**src/rtl/tick_scheduler.sv**
```systemverilog
// Shared free-running counter with NUM_CH tick channels, each pulsing when its tapped counter bit rises.
// Optional macro TICK_SCHEDULER_ONESHOT_EN adds a per-channel one-shot mode (cfg_oneshot input).
module tick_scheduler #(
  parameter int DATA_WIDTH = 32,
  parameter int NUM_CH     = 4
) (
  input  logic                          clk_src,
  input  logic                          rst_n,
  input  logic                          start,
  input  logic                          stop,
  input  logic                          cfg_valid,
  output logic                          cfg_ready,
  input  logic [$clog2(NUM_CH)-1:0]     cfg_ch,
  input  logic [$clog2(DATA_WIDTH)-1:0] cfg_tap,
  input  logic                          cfg_en,
`ifdef TICK_SCHEDULER_ONESHOT_EN
  input  logic                          cfg_oneshot,
`endif
  output logic [NUM_CH-1:0]             tick,
  output logic                          running,
  output logic [DATA_WIDTH-1:0]         count
);

  localparam int CH_W  = $clog2(NUM_CH);
  localparam int TAP_W = $clog2(DATA_WIDTH);

  typedef enum logic {IDLE = 1'b0, RUN = 1'b1} state_t;

  state_t                  state;
  logic [NUM_CH-1:0]       en;
  logic [TAP_W-1:0]        tap [NUM_CH];
  logic [NUM_CH-1:0]       tick_next;
  logic [DATA_WIDTH-1:0]   count_inc;
  logic                    stay_run;
  logic                    xfer;
`ifdef TICK_SCHEDULER_ONESHOT_EN
  logic [NUM_CH-1:0]       oneshot;
`endif

  // Config handshake: a transfer happens on any edge with cfg_valid && cfg_ready;
  // cfg_ready then drops for exactly one cycle and cfg_valid may stay high meanwhile.
  assign xfer      = cfg_valid & cfg_ready;
  assign stay_run  = (state == RUN) && !stop;
  assign count_inc = count + DATA_WIDTH'(1);

  // A tick fires on the 0->1 transition of the tapped bit; a transfer to the
  // same channel masks it so a tap change cannot produce a spurious pulse.
  always_comb begin
    tick_next = '0;
    for (int i = 0; i < NUM_CH; i++) begin
      tick_next[i] = stay_run && en[i] && !count[tap[i]] && count_inc[tap[i]]
                     && !(xfer && (cfg_ch == CH_W'(i)));
    end
  end

  always_ff @(posedge clk_src) begin
    if (!rst_n) begin
      state     <= IDLE;
      running   <= 1'b0;
      count     <= '0;
      tick      <= '0;
      en        <= '0;
      cfg_ready <= 1'b1;
      for (int i = 0; i < NUM_CH; i++) tap[i] <= '0;
`ifdef TICK_SCHEDULER_ONESHOT_EN
      oneshot   <= '0;
`endif
    end else begin
      case (state)
        IDLE: begin
          if (start && !stop) begin
            state   <= RUN;
            running <= 1'b1;
            count   <= '0;
          end
        end
        RUN: begin
          if (stop) begin
            state   <= IDLE;
            running <= 1'b0;
          end else begin
            count   <= count_inc;
          end
        end
        default: begin
          state   <= IDLE;
          running <= 1'b0;
        end
      endcase

      tick      <= tick_next;
      cfg_ready <= !xfer;

`ifdef TICK_SCHEDULER_ONESHOT_EN
      for (int i = 0; i < NUM_CH; i++) begin
        if (oneshot[i] && tick_next[i]) en[i] <= 1'b0;
      end
`endif
      if (xfer) begin
        en[cfg_ch]  <= cfg_en;
        tap[cfg_ch] <= cfg_tap;
`ifdef TICK_SCHEDULER_ONESHOT_EN
        oneshot[cfg_ch] <= cfg_oneshot;
`endif
      end
    end
  end

endmodule

```
**config.mk**
```make
export PLATFORM = sky130hd
export DESIGN_NAME = tick_scheduler
export DESIGN_NICKNAME = d
export VERILOG_FILES = /design/src/rtl/tick_scheduler.sv
export SDC_FILE = /design/constraint.sdc
export NUM_CORES = 1
export LEC_CHECK = 0
export ABC_AREA = 1
export BUFFER_PORTS_ARGS = -buffer_cell sky130_fd_sc_hd__buf_2
export CORE_ASPECT_RATIO = 1.4
export CORE_MARGIN = 1
export CORE_UTILIZATION = 40
export CTS_CLUSTER_SIZE = 40
export DETAILED_ROUTE_END_ITERATION = 10
export PLACE_DENSITY = 0.55
export SLEW_MARGIN = 20
export SYNTH_ARGS = -nofsm -noshare
export SYNTH_HDL_FRONTEND = slang
export SYNTH_SLANG_ARGS = --single-unit
```
**constraint.sdc**
```tcl
create_clock -name clk_src -period 2.6 [get_ports clk_src]
set_input_delay 0.65 -clock clk_src [delete_from_list [all_inputs] [get_ports clk_src]]
set_output_delay 0.65 -clock clk_src [all_outputs]
set_load 0.005 [all_outputs]
```
==> impl_metrics.yaml <==
clock_tree:
  cts_resized: 0
  postCtsSetupRepairBufs: 0
  cts_made_buffers: 9
  cts_root_buffer: "clkbuf_16"
  cts_tree: "built"
  clk_latency_ps: 350
  cts_buffer_depth: 2
  path_clk_slew_ps: 70
  cts.sinks: 63
  hold_buffers: 0
  htree_levels: 3
layout:
  area_delta_synth_final_pct: 11.03
  multi_input_area_um2: 3821
  fillers: 1646
  fin_area_um2: 6623
  n_antenna_cell: 0
  seq_area_um2: 1461
  final_nets: 1075
  drive_gt1_frac: 0.1191
timing:
  setup_viol: 0
  fin_worst_skew_ps: 13.01
  finalHoldViolations: 0
  worst_hold_slack_ps: 453.7
  tightest_slew_ps: 725.9
  post-route-period-util: 0.9235
  relSlewSlack: 0.5130
  report.final.slew_viol_count: 0
  tns_ps: 0
  rsz0062_at_grt: "false"
  min_period_ps: 2401
  fmax_mhz: 416.5
floorplan:
  ios: 51
  fp.coreArea_um2: 14510
  die_y_um: 146.5
  die_x_um: 105.2
  initial_core_util: 0.4111
  rows: 52
  die-area_um2: 15410
routing:
  drc: 0
  wl_per_cell_um: 20.15
  drt_iter0_drc: 879
  drt_wl_total_um: 25290
  first_pass_iters: 6
  via_per_inst: 5.976
  num_vias: 7500
  final_antenna_net_count: 0
power:
  p_leak_nw: 2.686
  p_int_mw: 1.808
  comb_power_share: 0.164
  p_total_mw: 2.652
  p_per_area_nw_per_um2: 400.4
  ir_drop_mv: 0.2965
  p_clk_frac: 0.434
  sequentialPowerShare: 0.401
  switchingPower_uw: 843.9
  switching_share: 0.3182
synthesis:
  synth_area_leaders: "nand3_1, nand2_1, dfxtp_1"
  synth_cell_types: 30
  synthMostInstantiatedCell: "nand3_1"
  syn_nets: 1044
  netlist_instances: 1030
  synthDominantCellAreaShare: 0.2685
  async_flop_share: 0
  syn_area_um2: 5964
  ys_seq_area_frac: 0.2450
  synthTopCellsByCount: "nand3_1, nand2_1, a21oi_1"
  ys_warn_count: 0
  synth_top_cell_by_area: "nand3_1"
  ys.flop_type: "dfxtp_1"
  synth-seq-cells: 63
  synth_edf_count: 20
  synth_area_per_cell_um2: 5.791
global_routing:
  grt_max_degree: 36
  grt_pass1_vias: 7044
  grt_pass1_wl_um: 39380
  overflow: 0
  antenna_found_initial: 0
  grt_usage: 0.3333
critical_path:
  arrival_ps: 2640
  critPathKind: "reg2reg"
  critPathLaunchType: "register"
  endpoint_kind: "register"
  critical_path_buf_inv_count: 0
  crit_required_ps: 2840
  crit_path_max_incr_delay_ps: 570
  crit_chain: "nand2_1 > nor2_1 > nand2_1 > nor2_1 > nand3_1 > nand3_1 > nand3_1 > nand3_1 > nand3_1 > nand2_1 > a21oi_2"
  cp_top_family: "simple AND/OR/NAND/NOR gates"
  cpMostUsedCell: "nand3_1"
  cp_slowest_cell: "dfxtp_1"
  crit_fanout: 10
placed_design:
  placement.io_buffers: 50
  place.gp.congestion: 0.9719
  dp_hpwl_um: 18190
  place_area_um2: 6347
outcome:
  status: "completed"
min_path:
  worstHoldPathType: "reg2reg"
job:
  maxCapViolations: 0
through the flow:
step / util / setup WS, ps / instances
after CTS: 0.4565 / 327.1 / 1255
after floorplan: - / 709.6 / 1030
final: 0.4565 / 199.0 / 1255
after detailed placement: 0.4375 / 347.1 / 1239
after global routing: 0.4565 / 22.25 / 1255
after global placement: 0.4375 / 340.3 / 1239
area by class of cell:
type	instances	area share
Sequential cell	63	0.2207
Clock buffer	9	0.03401
Timing Repair Buffer	82	0.07406
Tap cell	189	0.03571
Inverter	90	0.05101
Clock inverter	7	0.007557
Multi-Input combinational cell	815	0.5770
per-layer routing:
metal / track usage / vias to the layer above / wire, um
li1: - / 3541 / -
met1: 0.4215 / 3409 / 10090
met2: 0.5289 / 435 / 11550
met3: 0.03884 / 115 / 1983
met4: 0.2254 / 0 / 1664
met5: 0 / - / 0
cells by family after synthesis:
family / synth area share
compound gates: 0.1309
fa+ha+maj: 0.002097
buf+inv: 0.1147
flops: 0.2450
simple gates: 0.5072
power by group through the flow:
stage / combinational (mW) / sequential [mW] / clock (mW)
floorplan: 0.295 / 1.07 / 0
global placement: 0.425 / 1.08 / 0
detailed placement: 0.424 / 1.08 / 0
CTS: 0.425 / 1.06 / 1.17
global route: 0.471 / 1.07 / 1.21
finish: 0.436 / 1.06 / 1.15
worst paths after layout:
kind / depth (start not counted) / slack, ps / endpoint / from
max: 11 / 200 / tick[3] / count[16]
min: 2 / 450 / en[1] / en[1]
max reg2reg: 11 / 200 / tick[3] / count[16]
min reg2reg: 2 / 450 / en[1] / en[1]
cells in the final DEF (no fill, tap or decap), types with 3 or more instances in the layout:
master,instances
nand3_1,320
nand2_1,249
a21oi_1,87
inv_1,82
nor2_1,59
buf_2,50
o21ai_0,48
dfxtp_1,43
buf_4,32
edfxtp_1,20
nor3_1,9
nand2_2,9
clkbuf_16,9
nor2_4,7
clkinv_1,6
o211ai_1,6
nand4_1,5
a21oi_2,4
nor2_2,3
and2_1,3
clkinvlp_4,3
worst register-to-register path: stages (launching register included):
cell and delay [ps]:
dfxtp_1 570, nand2_1 130, nor2_1 360, nand2_1 90, nor2_1 260, nand3_1 230
nand3_1 140, nand3_1 100, nand3_1 130, nand3_1 110, nand2_1 110, a21oi_2 50
sequential cells by signal, summed over array words and instances, names as in the netlist:
signal	count
tap	20
cfg_ready	1
tick	4
running	1
en	4
count	32
state	1
No activity file was read; power rests on OpenSTA's default activity.
